## src/rtl/vga_fb_port_arbiter.sv

```systemverilog
// vga_fb_port_arbiter
// Shares the single-port VGABuffer pixel RAM between the VGA scanout reader
// and the host write path. Scanout normally wins. The host is still
// guaranteed a slot after at most MAX_SCAN_RUN consecutive scanout grants.
// Each read is tagged with its owner so the data returns to that requester
// one cycle later. The block also tracks the longest host stall since reset.
//
// Ports
//   ACLK, ARESET           clock; synchronous active-high reset
//   scan_valid/addr        scanout read request
//   scan_ready             scanout request accepted this cycle
//   scan_rdata/rvalid      scanout read return
//   host_valid/we/addr/    host request (we = 1 write, 0 read)
//     wdata
//   host_ready             host request accepted this cycle
//   host_rdata/rvalid      host read return
//   ram_en/we/addr/wdata   RAM command, driven in the grant cycle
//   ram_rdata              RAM read data, one cycle after a read command
//   host_wait_max          longest host stall seen
//   host_clr_stat          clears host_wait_max
module vga_fb_port_arbiter #(
    parameter int ADDR_W       = 16,
    parameter int DATA_W       = 12,
    parameter int MAX_SCAN_RUN = 4,
    parameter int WAIT_W       = 16
) (
    input  logic              ACLK,
    input  logic              ARESET,
    input  logic              scan_valid,
    input  logic [ADDR_W-1:0] scan_addr,
    output logic              scan_ready,
    output logic [DATA_W-1:0] scan_rdata,
    output logic              scan_rvalid,
    input  logic              host_valid,
    input  logic              host_we,
    input  logic [ADDR_W-1:0] host_addr,
    input  logic [DATA_W-1:0] host_wdata,
    output logic              host_ready,
    output logic [DATA_W-1:0] host_rdata,
    output logic              host_rvalid,
    output logic              ram_en,
    output logic              ram_we,
    output logic [ADDR_W-1:0] ram_addr,
    output logic [DATA_W-1:0] ram_wdata,
    input  logic [DATA_W-1:0] ram_rdata,
    output logic [WAIT_W-1:0] host_wait_max,
    input  logic              host_clr_stat
);

    localparam int RUN_W = $clog2(MAX_SCAN_RUN + 1);
    localparam logic [RUN_W-1:0]  RUN_LIMIT = RUN_W'(MAX_SCAN_RUN);
    localparam logic [RUN_W-1:0]  RUN_ONE   = RUN_W'(1);
    localparam logic [WAIT_W-1:0] WAIT_SAT  = {WAIT_W{1'b1}};
    localparam logic [WAIT_W-1:0] WAIT_ONE  = WAIT_W'(1);

    logic [RUN_W-1:0]  run_cnt_r;
    logic [WAIT_W-1:0] wait_cnt_r;
    logic [WAIT_W-1:0] wait_max_r;
    logic              tag_valid_r;
    logic              tag_host_r;
    logic [DATA_W-1:0] scan_hold_r;
    logic [DATA_W-1:0] host_hold_r;

    logic              scan_grant_s;
    logic              host_grant_s;
    logic              read_grant_s;
    logic              scan_rvalid_s;
    logic              host_rvalid_s;

    // Grant arbitration. Scanout wins unless the host has already waited through a full run.
    always_comb begin
        scan_grant_s = 1'b0;
        host_grant_s = 1'b0;
        if (ARESET) begin
            scan_grant_s = 1'b0;
            host_grant_s = 1'b0;
        end else if (scan_valid && (!host_valid || (run_cnt_r < RUN_LIMIT))) begin
            scan_grant_s = 1'b1;
        end else if (host_valid) begin
            host_grant_s = 1'b1;
        end else begin
            scan_grant_s = 1'b0;
            host_grant_s = 1'b0;
        end
    end

    assign scan_ready   = scan_grant_s;
    assign host_ready   = host_grant_s;
    assign read_grant_s = scan_grant_s || (host_grant_s && !host_we);

    // RAM command comes straight from the winner in its grant cycle.
    always_comb begin
        ram_en    = 1'b0;
        ram_we    = 1'b0;
        ram_addr  = {ADDR_W{1'b0}};
        ram_wdata = {DATA_W{1'b0}};
        if (scan_grant_s) begin
            ram_en   = 1'b1;
            ram_addr = scan_addr;
        end else if (host_grant_s) begin
            ram_en    = 1'b1;
            ram_we    = host_we;
            ram_addr  = host_addr;
            ram_wdata = host_we ? host_wdata : {DATA_W{1'b0}};
        end else begin
            ram_en = 1'b0;
        end
    end

    // Read return routing. A tag that is already in flight is masked while reset is asserted.
    always_comb begin
        scan_rvalid_s = 1'b0;
        host_rvalid_s = 1'b0;
        if (ARESET) begin
            scan_rvalid_s = 1'b0;
            host_rvalid_s = 1'b0;
        end else if (tag_valid_r) begin
            scan_rvalid_s = !tag_host_r;
            host_rvalid_s = tag_host_r;
        end else begin
            scan_rvalid_s = 1'b0;
            host_rvalid_s = 1'b0;
        end
    end

    assign scan_rvalid   = scan_rvalid_s;
    assign host_rvalid   = host_rvalid_s;
    assign scan_rdata    = ARESET ? {DATA_W{1'b0}} : (scan_rvalid_s ? ram_rdata : scan_hold_r);
    assign host_rdata    = ARESET ? {DATA_W{1'b0}} : (host_rvalid_s ? ram_rdata : host_hold_r);
    assign host_wait_max = ARESET ? {WAIT_W{1'b0}} : wait_max_r;

    // Consecutive scanout grants taken while the host is waiting.
    always_ff @(posedge ACLK) begin
        if (ARESET) begin
            run_cnt_r <= {RUN_W{1'b0}};
        end else if (host_grant_s || !host_valid) begin
            run_cnt_r <= {RUN_W{1'b0}};
        end else if (scan_grant_s && (run_cnt_r < RUN_LIMIT)) begin
            run_cnt_r <= run_cnt_r + RUN_ONE;
        end else begin
            run_cnt_r <= run_cnt_r;
        end
    end

    // Host stall counter. It saturates, and it clears when the host is granted.
    always_ff @(posedge ACLK) begin
        if (ARESET) begin
            wait_cnt_r <= {WAIT_W{1'b0}};
        end else if (host_grant_s) begin
            wait_cnt_r <= {WAIT_W{1'b0}};
        end else if (host_valid && (wait_cnt_r != WAIT_SAT)) begin
            wait_cnt_r <= wait_cnt_r + WAIT_ONE;
        end else begin
            wait_cnt_r <= wait_cnt_r;
        end
    end

    // Longest stall. A clear request overrides an update in the same cycle.
    always_ff @(posedge ACLK) begin
        if (ARESET) begin
            wait_max_r <= {WAIT_W{1'b0}};
        end else if (host_clr_stat) begin
            wait_max_r <= {WAIT_W{1'b0}};
        end else if (host_grant_s && (wait_cnt_r > wait_max_r)) begin
            wait_max_r <= wait_cnt_r;
        end else begin
            wait_max_r <= wait_max_r;
        end
    end

    // Read tag {valid, owner} captured in the grant cycle of a read.
    always_ff @(posedge ACLK) begin
        if (ARESET) begin
            tag_valid_r <= 1'b0;
            tag_host_r  <= 1'b0;
        end else begin
            tag_valid_r <= read_grant_s;
            tag_host_r  <= host_grant_s;
        end
    end

    // Last returned data per requester, so rdata stays stable between returns.
    always_ff @(posedge ACLK) begin
        if (ARESET) begin
            scan_hold_r <= {DATA_W{1'b0}};
            host_hold_r <= {DATA_W{1'b0}};
        end else begin
            scan_hold_r <= scan_rvalid_s ? ram_rdata : scan_hold_r;
            host_hold_r <= host_rvalid_s ? ram_rdata : host_hold_r;
        end
    end

endmodule
```

## config.mk

```make
export PLATFORM = sky130hd
export DESIGN_NAME = vga_fb_port_arbiter
export DESIGN_NICKNAME = d
export VERILOG_FILES = /design/src/rtl/vga_fb_port_arbiter.sv
export SDC_FILE = /design/constraint.sdc
export NUM_CORES = 1
export LEC_CHECK = 0
export ABC_AREA = 1
export CELL_PAD_IN_SITES_DETAIL_PLACEMENT = 1
export CELL_PAD_IN_SITES_GLOBAL_PLACEMENT = 1
export CORE_AREA = 2 2 110 112
export CTS_CLUSTER_SIZE = 12
export DETAILED_ROUTE_END_ITERATION = 7
export DIE_AREA = 0 0 112 114
export HOLD_SLACK_MARGIN = 0.06
export PLACE_DENSITY = 0.76
export SLEW_MARGIN = 5
export SYNTH_ARGS = -nofsm -noshare
export SYNTH_HDL_FRONTEND = slang
export SYNTH_SLANG_ARGS = --single-unit
```

## constraint.sdc

```tcl
create_clock -name ACLK -period 2.2 [get_ports ACLK]
set_input_delay 0.44 -clock ACLK [delete_from_list [all_inputs] [get_ports ACLK]]
set_output_delay 0.44 -clock ACLK [all_outputs]
set_load 0.005 [all_outputs]
```

Word-level counts from Yosys, hierarchy flattened

Cells that the tools add are included.
W data, S select, Z words.

Multiplexer cells: 23
$add $sub $neg: 2
Reductions and logical operators: 14
Magnitude comparators: 2
Eq/ne operators: 1

Operators with widths:

| cell                    | count |
|---|---|
| $mux W12                | 7 |
| $mux W16                | 3 |
| $add A16 B1 Y16 const B | 1 |
| $gt A16 B16 Y1          | 1 |
| $ne A16 B16 Y1 const B  | 1 |
| $mux W1                 | 13 |
| $reduce_or A2 Y1        | 3 |
| $logic_and A1 B1 Y1     | 5 |
| $add A3 B1 Y3 const B   | 1 |
| $logic_not A1 Y1        | 3 |
| $logic_or A1 B1 Y1      | 3 |
| $lt A3 B3 Y1 const B    | 1 |

Word-level logic and storage cells: 49
Register bits: 61
Bits of input ports: 62
Output and inout port bits: 74

Logic depth before layout (Yosys ltp)

Gate-level depths: netlist of run 1.

Depth after elaboration: 7
Mapped depth: 16
Gate-level depth less buffers: 15

Least setup slack after synthesis of run 1

OpenSTA, ideal clock, no wires.

Path kind: register to register
Start point: reg wait_cnt_r[1]
End point: reg wait_cnt_r[9]
Path buffers: 1
Required time: 2,068 ps
Arrival time: 1,510 ps
Library setup time: 132 ps
Slack: 558 ps
Stages on the path, launching flop included: 10
Period minus slack after synthesis: 1,642 ps
Cells stage by stage: dfxtp_1 -> ha_1 -> nand3_1 -> nor3_2 -> nand3_1 -> nand2_2 -> inv_1 -> buf_6 -> nand3b_1 -> a21oi_1

Cells in the longest elaborated chain, start to end: 2
Elaborated cells on any way between the ends: 3
Classes of those cells: 1 x add/sub; 1 x eq/ne; 1 x reduce/logical

RTL lines:

| what                                                    | line | RTL |
|---|---|---|
| from (decl)                                             | 57   | `logic [WAIT_W-1:0] wait_cnt_r;` |
| from (signal assigned)                                  | 148  | `wait_cnt_r <= {WAIT_W{1'b0}};` |
| from (signal assigned)                                  | 150  | `wait_cnt_r <= {WAIT_W{1'b0}};` |
| from (signal assigned)                                  | 152  | `wait_cnt_r <= wait_cnt_r + WAIT_ONE;` |
| branches (longest 2 deep; another with $add A16 B1 Y16) | n/a  |  |

Parallel ways; which one is timed is not known.
A chain may end at the register's enable or synchronous reset.

Final worst setup path of run 1

Start point: reg tag_valid_r
End point: out scan_rvalid

Cells in the longest elaborated chain, start to end: 2

RTL lines:

| what                   | line | RTL |
|---|---|---|
| from (decl)            | 59   | `logic tag_valid_r;` |
| from (signal assigned) | 177  | `tag_valid_r <= read_grant_s;` |
| $mux W1                | 117  | `end else if (tag_valid_r) begin` |
| $mux W1                | 114  | `if (ARESET) begin` |
| to (decl)              | 33   | `output logic scan_rvalid,` |

Every way passes these cells.

==> results.cfg, run 1 <==
[setup_path]
endpoint_kind = primary output
timing.rr.start = wait_cnt_r[0]
cp_cell_sequence = inv_1 -> nor2_1 -> buf_6 -> inv_2 -> nor2_1 -> clkdlybuf4s50_1
cp_slowest_cell = clkdlybuf4s50_1
endpoint = scan_rvalid
cpPeakStageDelay_ns = 0.50
cp_data_arrival_time_ns = 1.70
rrSetupSlack_ns = 0.17
startpoint = tag_valid_r
required_ns = 1.76
path_max_fanout = 20
cp-start-kind = register
rr_worst_depth = 8
worstReg2RegEnd = wait_cnt_r[2]
cpMostUsedCell = nor2_1
critical_path_class = register to primary output

[cts]
hold_buffers = 0
cts.clk_slew.worst_paths_ns = 0.06
cts_sinks = 61
h-tree-depth = 3
cts_tree = yes
root_buffer = clkbuf_16
cts_made_buffers = 9
worstSkewPairLatency_ns = 0.34
cts_buffer_depth = 2

[power]
p_per_area_mw_per_mm2 = 608
p_leak_nw = 2.76
ir_drop_uv = 359

[routing]
wirelength_mm = 12.0
drc = 0
vias = 3818
drt_first_pass_iters = 4
ant_nets = 0
avgViaCountPerCell = 4.70
wl_per_cell_um = 14.8
drtIter0Drc = 103

[place]
port_buffers = 135
dp_hpwl_mm = 8.81
placed_cells = 770
place_area_mm2 = 0.00496
gp_congestion = 0.806
place_ws_ns = -0.522

[global_routing]
antenna_found_initial = 0
grt_first_pass_wirelength_mm = 19.4
grt_usage = 0.190
grt_pass1_vias = 4122
grt-ovfl-total = 0
grt_max_degree = 25

[synth]
ys_seq_area_frac = 0.373
syn_area_per_cell_um2 = 6.84
synthCells = 478
synth-seq-cells = 61
synth_area_leaders = dfxtp_1 (37%), nor2_1 (13%), nand2_1 (11%)
synth_top_area_share = 0.373
ys_async_sr_fraction = 0
netlist_area_mm2 = 0.00327
syn-num-nets = 558
synth.largest_area_cell = dfxtp_1
synth_ff_type = dfxtp_1
ys_types = 26
synth_edf_count = 0
synth_warnings = 0

[finish]
insertedDiodeCount = 0
final_cells = 812
utilization = 0.473
finish.net_count = 740
syn2layout_area_growth_pct = 69.1
multi_input_area_mm2 = 0.00178
drive_gt1_frac = 0.149
finish.instance_area_mm2 = 0.00553
nFillCells = 1473
regArea_mm2 = 0.00122

[job]
drv_cap = 0

[min_path]
holdCritPathClass = register to register
hp-start = host_hold_r[11]

[die]
rows = 40
dieArea_mm2 = 0.0128
die-width_um = 112
die_y_um = 114
core_mm2 = 0.0117
ios = 136
start_util = 0.279

[sta]
setup_viol = 0
relSlewSlack = 0.706
finalCritPeriodShare = 0.974
rsz0062_at_grt = yes
setup_slack_ns = 0.0568
hold_viol = 0
tightestPinTransition_ns = 0.440
fmax_mhz = 467
fin_skew_ns = 0.00447
fin_crit_ns = 2.14
maxSlewViolCount = 0

[outcome]
status = completed
==> critical path, delay by kind of cell (launching register included) <==
family	cells	cell delay [ns]
flip-flops	1	0.34
AND/OR/NAND/NOR	2	0.21
buffers and inverters	4	0.81
==> cell families after synthesis <==
logic type | after synthesis | synth area share
AOI/OAI and AO/OA | 83 | 0.146
DFF | 61 | 0.373
and+or+nand+nor | 241 | 0.305
buffers and inverters | 69 | 0.0906
adders and majority gates | 18 | 0.0688
xor gates and xnor gates | 6 | 0.0161
==> power by group <==
group          internal [mW]  total, mW  leakage (nW)  switching, mW
clock network           1.17       1.70         0.172          0.531
logic                  0.273      0.511          2.09          0.237
registers               1.14       1.15         0.497         0.0120
total                   2.58       3.36          2.76          0.781
==> synth_stat cells (all sizes together) (2+ instances only) <==
cell type,count
xnor2,2
buf,8
a21oi,31
clkbuf,10
nor3,6
a22o,16
xor2,4
ha,18
nand2,105
o21ai,35
dfxtp,61
inv,51
nor2,113
nand3,9
nand4,4
nand3b,2
==> how the worst min path moves through the flow <==
| stage | endpoint | cells after the start |
|---|---|---|
| final | host_hold_r[11] | 2 |
| after floorplan | host_hold_r[10] | 2 |
| after global placement | host_hold_r[11] | 2 |
| after detailed placement | host_hold_r[11] | 2 |
| after CTS | host_hold_r[11] | 2 |
| after global routing | host_hold_r[1] | 2 |
==> final cells by class <==
class	instances	area share
inverters	51	0.0362
repair inverters	1	0.00136
well taps	147	0.0332
multi-input cells	348	0.321
repair buffers	188	0.322
flip-flops and latches	61	0.221
clock buffers	11	0.0457
clock inverters	5	0.0192
==> cell usage in the layout, fill, tap and decap left out, types with 9 or more instances in the layout <==
master             n
ha_1              18
a21oi_1           30
buf_4             40
dlygate4sd2_1     43
a22o_1            16
clkbuf_16          9
dfxtp_1           58
nor2_1           108
clkdlybuf4s50_1   76
inv_1             47
nand3_1            9
o21ai_0           34
nand2_1           96
==> registers in the layout, indices dropped and copies added, names as in the netlist <==
register and cells:
wait_cnt_r 16, run_cnt_r 3, tag_host_r 1, host_hold_r 12, tag_valid_r 1, scan_hold_r 12
wait_max_r 16
==> what timing repair did <==
item / 4_1_cts / 5_1_grt
pin swaps: 5 / 2
setup endpoints to repair: 74 / 24
setup buffers: 20 / 5
resized for setup: 83 / 20
gates cloned: 0 / 1
==> layer usage <==
metal,GRT usage,routed length [um]
met5,0,0
met4,0.0821,289
met3,0.0420,491
met2,0.355,6290
met1,0.206,4960
==> through the flow <==
step / TNS [ns] / hold WS, ns / power (mW)
floorplan: 0 / 0.478 / 1.37
global placement: -21.10 / 0.477 / 1.66
detailed placement: -25.54 / 0.477 / 1.68
CTS: -0.131 / 0.486 / 3.39
global route: -0.0549 / 0.516 / 3.50
finish: 0 / 0.477 / 3.36
No activity file was read; power rests on OpenSTA's default activity.
==> run 2: changes to the inputs <==
--- a/config.mk
+++ b/config.mk
@@ -13,7 +13,7 @@
 export DETAILED_ROUTE_END_ITERATION = 7
 export DIE_AREA = 0 0 112 114
 export HOLD_SLACK_MARGIN = 0.06
-export PLACE_DENSITY = 0.76
+export PLACE_DENSITY_LB_ADDON = 0.1
 export SLEW_MARGIN = 5
 export SYNTH_ARGS = -nofsm -noshare
 export SYNTH_HDL_FRONTEND = slang
==> run 2 against run 1 <==
Net effect:
- the run now ends with setup timing left
- worst hold slack better by 0.0089 ns
- critical endpoint is now host_rdata[10]
- power down 9.3%
- highest routed layer unchanged
- critical path type unchanged
- largest power group unchanged
- die area unchanged
- sequential power about the same
- clock skew about the same
==> results.cfg, run 2 (synthesis results as in run 1) <==
[outcome]
status = finished with violations
violations = setup timing

[sta]
tns_ns = -0.211
setup_slack_ns = -0.0665
fmax_mhz = 441
finalCritPeriodShare = 1.03
maxSlewViolCount = 0
relSlewSlack = 0.743
hold_viol = 0
tightestPinTransition_ns = 0.386
fin_skew_ns = 0.00477
rsz0062_at_grt = yes
setup_viol = 7
fin_crit_ns = 2.27

[cts]
cts_tree = yes
cts.clk_slew.worst_paths_ns = 0.05
worstSkewPairLatency_ns = 0.33
cts_sinks = 61
h-tree-depth = 3
cts_buffer_depth = 2
root_buffer = clkbuf_16
cts_made_buffers = 9

[finish]
nFillCells = 1482
final_common_cell = nor2_1
multi_input_area_mm2 = 0.00178
regArea_mm2 = 0.00123
drive_gt1_frac = 0.166
finish.net_count = 739
mostFrequentLayoutCells = nor2_1 (108), nand2_1 (95), clkdlybuf4s50_1 (84)
syn2layout_area_growth_pct = 66.2
reg_top3 = wait_cnt_r (16), wait_max_r (16)

[setup_path]
cp_num_buf_inv = 3
required_ns = 1.76
critical_path.top_delay_family = buffers and inverters
path_max_fanout = 6
startpoint = tag_valid_r
rr_worst_depth = 8
endpoint_kind = primary output
worstSetupPathDepth = 7
timing.rr.start = wait_cnt_r[0]
cp_slowest_cell = clkdlybuf4s50_1
cp_cell_sequence = nand2_4 -> buf_4 -> nor2_1 -> buf_4 -> nor2_1 -> nor2_1 -> clkdlybuf4s50_1
worstReg2RegEnd = wait_cnt_r[7]
cpPeakStageDelay_ns = 0.52
cp-start-kind = register
rrSetupSlack_ns = 0.25
endpoint = host_rdata[10]
cp_data_arrival_time_ns = 1.83
cpMostUsedCell = nor2_1
critical_path_class = register to primary output

[job]
drv_cap = 0

[global_routing]
grt_util_met1 = 0.213
grtUsageMet2 = 0.319
grt_first_pass_wirelength_mm = 18.5
grt_max_degree = 26
grt_usage = 0.180
top_usage_layer = met2
grt-ovfl-total = 0
grt_pass1_vias = 3781
grt_use_met3 = 0.0462
antenna_found_initial = 0

[power]
power_mw = 3.05
ir_drop_uv = 388
p_per_area_mw_per_mm2 = 561
p_leak_nw = 2.67

[min_path]
holdCritPathClass = register to register

[die]
dieArea_mm2 = 0.0128
core_mm2 = 0.0117
rows = 40
die_y_um = 114
die-width_um = 112
ios = 136
start_util = 0.279

[routing]
wirelength_mm = 11.7
wl_per_cell_um = 14.4
drc = 0
drt_first_pass_iters = 4
ant_nets = 0
avgViaCountPerCell = 4.54
vias = 3686
drtIter0Drc = 102

[place]
dp_hpwl_mm = 8.93
place_ws_ns = -0.471
port_buffers = 135
gp_congestion = 0.749
==> run 2: cell count changes in the layout (fill, tap and decap cells not counted), moves of 2 or more <==
cell / previous run / this run
clkdlybuf4s15_2: 1 / 3
clkbuf_2: 1 / 9
bufinv_16: 3 / 1
clkinv_2: 0 / 4
clkdlybuf4s50_1: 76 / 84
buf_2: 4 / 7
dlygate4sd2_1: 43 / 22
buf_6: 7 / 4
==> run 2: metal layers <==
layer | part of all wire | vias up | wire (um)
met5 | 0 | - | 0
met4 | 0.019 | 0 | 221
met3 | 0.042 | 16 | 498
met2 | 0.50 | 78 | 5900
met1 | 0.44 | 1696 | 5110
li1 | - | 1896 | -
==> run 2: metrics by stage <==
| stage | cells | hold slack, ns | area, um2 | utilization |
|---|---|---|---|---|
| after floorplan | 478 | 0.478 | 3270 | - |
| after global placement | 772 | 0.470 | 4990 | 0.426 |
| after detailed placement | 772 | 0.481 | 4990 | 0.426 |
| after CTS | 810 | 0.488 | 5470 | 0.467 |
| after global routing | 811 | 0.508 | 5440 | 0.464 |
| final | 812 | 0.485 | 5440 | 0.464 |
==> run 2: repair_timing <==
item,4_1_cts,5_1_grt
resized for setup,102,22
hold buffers,0,0
pin swaps,8,6
cloned,1,0
buffers inserted,21,3
endpoints found under the setup margin,64,27
==> run 2: cell type report <==
type | count | area share
antenna | 1 | 0.000460
clock inverter | 5 | 0.00920
clock buffer | 11 | 0.0446
inverter | 51 | 0.0368
sequential | 61 | 0.226
multi-input combinational | 348 | 0.327
tap | 147 | 0.0338
timing repair buffer | 187 | 0.321
timing repair inverter | 1 | 0.00138
==> run 2: worst min path at each step <==
stage,start,endpoint,slack [ns],depth (start not counted)
2_1_floorplan,host_hold_r[10],host_hold_r[10],0.48,2
3_3_place_gp,host_hold_r[10],host_hold_r[10],0.47,2
3_5_place_dp,host_hold_r[11],host_hold_r[11],0.48,2
4_1_cts,host_hold_r[11],host_hold_r[11],0.49,2
5_1_grt,host_hold_r[6],host_hold_r[6],0.51,2
6_report,host_hold_r[11],host_hold_r[11],0.49,2
==> run 2: worst register-to-register path: cells and delay by family, from the launching register on <==
kind	cells	cell delay, ns
AO/OA/AOI/OAI	1	0.10
buffers and inverters	1	0.21
AND/OR/NAND/NOR	5	0.86
adder cells (fa/ha/maj)	1	0.27
flip-flops	1	0.40
==> run 2: report_power, final <==
group          internal (mW)  switching, mW
registers               1.14         0.0123
clock network          0.899          0.489
logic                  0.282          0.227
total                   2.32          0.728
==> run 3: changes to the inputs <==
==> constraint.sdc (replaced) <==
create_clock -name ACLK -period 2.2 [get_ports ACLK]
set_input_delay 0.33 -clock ACLK [delete_from_list [all_inputs] [get_ports ACLK]]
set_output_delay 0.33 -clock ACLK [all_outputs]
set_load 0.005 [all_outputs]
==> run 3 against run 2 <==
Net effect:
- the flow now finishes without violations
- critical path depth down 2
- sequential power about the same
- power up 1.9%
- via count down 1.5%
- non-clock buffer count down 12
- global-route usage down 0.13 points
- clock skew about the same
- utilization unchanged
- first-iteration DRC count up 2.0%
- fmax up 6.4%
- sequential cell count unchanged
==> results.cfg, run 3 (synthesis results as in run 1) <==
[setup_path]
cp_data_arrival_time_ns = 1.80
path_max_fanout = 7
endpoint_kind = primary output
cp-start-kind = register
rrSetupSlack_ns = 0.31
required_ns = 1.87
critical_path_class = register to primary output

[finish]
syn2layout_area_growth_pct = 66.2
utilization = 0.464
final_cells = 799
drive_gt1_frac = 0.120
insertedDiodeCount = 0
finish.net_count = 727
reg_top3 = wait_cnt_r (16), wait_max_r (16)
final_common_cell = nor2_1
mostFrequentLayoutCells = nor2_1 (108), nand2_1 (96), clkdlybuf4s50_1 (90)

[cts]
cts_tree = yes
cts_sinks = 61
h-tree-depth = 3
cts_buffer_depth = 2
cts.clk_slew.worst_paths_ns = 0.05
root_buffer = clkbuf_16
worstSkewPairLatency_ns = 0.32
cts_made_buffers = 9
hold_buffers = 0

[min_path]
holdCritPathClass = register to register

[place]
placed_cells = 769
port_buffers = 135
place_ws_ns = -0.325
gp_congestion = 0.764
dp_hpwl_mm = 8.68

[die]
rows = 40
ios = 136
core_mm2 = 0.0117
die_y_um = 114
start_util = 0.279
dieArea_mm2 = 0.0128
die-width_um = 112

[sta]
relSlewSlack = 0.733
hold_viol = 0
fmax_mhz = 469
tns_ns = 0
maxSlewViolCount = 0
rsz0062_at_grt = yes
finalCritPeriodShare = 0.969
fin_skew_ns = 0.00478
hold_ws_ns = 0.484
setup_slack_ns = 0.0689
setup_viol = 0
fin_crit_ns = 2.13
tightestPinTransition_ns = 0.399

[routing]
avgViaCountPerCell = 4.54
vias = 3631
wirelength_mm = 11.3
drtIter0Drc = 104
drt_first_pass_iters = 4
ant_nets = 0
wl_per_cell_um = 14.1
drc = 0

[global_routing]
grt-ovfl-total = 0
grt_max_degree = 25
antenna_found_initial = 0
grt_usage = 0.179
grt_pass1_vias = 3811
grt_first_pass_wirelength_mm = 18.4

[job]
drv_cap = 0

[power]
p_per_area_mw_per_mm2 = 571
p_leak_nw = 2.73
ir_drop_uv = 402

[outcome]
status = completed
## run 3: path summary, 6_finish.rpt
| kind | startpoint | end | depth (start not counted) |
|---|---|---|---|
| worst min register to register | host_hold_r[10] | host_hold_r[10] | 2 |
| worst max-delay path | tag_valid_r | scan_rdata[5] | 5 |
| worst min-delay path | host_hold_r[10] | host_hold_r[10] | 2 |
| worst max register to register | wait_cnt_r[0] | wait_cnt_r[9] | 9 |
## run 3: cell type report
type	instances	area (um2)
Sequential cell	61	1230
Inverter	51	198
Tap cell	147	184
Timing Repair inverter	1	7.51
Clock inverter	4	45.0
Multi-Input combinational cell	348	1780
Fill cell	1471	6270
Timing Repair Buffer	175	1730
Clock buffer	12	267
## run 3: power breakdown
group	internal (mW)	switching, mW
registers	1.14	0.0110
logic	0.283	0.222
clock network	0.962	0.489
total	2.39	0.722
## run 3: through the flow
stage | instance area (um2) | total power, mW
after floorplan | 3270 | 1.37
after global placement | 4960 | 1.66
after detailed placement | 4960 | 1.67
after CTS | 5340 | 3.15
after global routing | 5440 | 3.27
final | 5440 | 3.11
## run 3: what timing repair did
item,in CTS,in global routing
setup buffers,4,7
pin swaps,3,6
hold endpoints to repair,0,0
gates resized for setup,45,17
endpoints found under the setup margin,51,21
cloned,2,1
## run 3: metal layers
layer  vias to the layer above  part of all wire  track usage
met5                         -                 0            0
li1                       1865                 -            -
met2                        67              0.50        0.311
met3                        11             0.037       0.0399
met4                         0             0.015       0.0488
met1                      1688              0.45        0.226
## run 3: worst max-delay path, cell delays in order, from the launching register on
cell and delay [ns]:
dfxtp_2 0.33, inv_1 0.09, nor2_4 0.05, clkdlybuf4s15_2 0.26, a21oi_1 0.21, clkdlybuf4s50_1 0.54
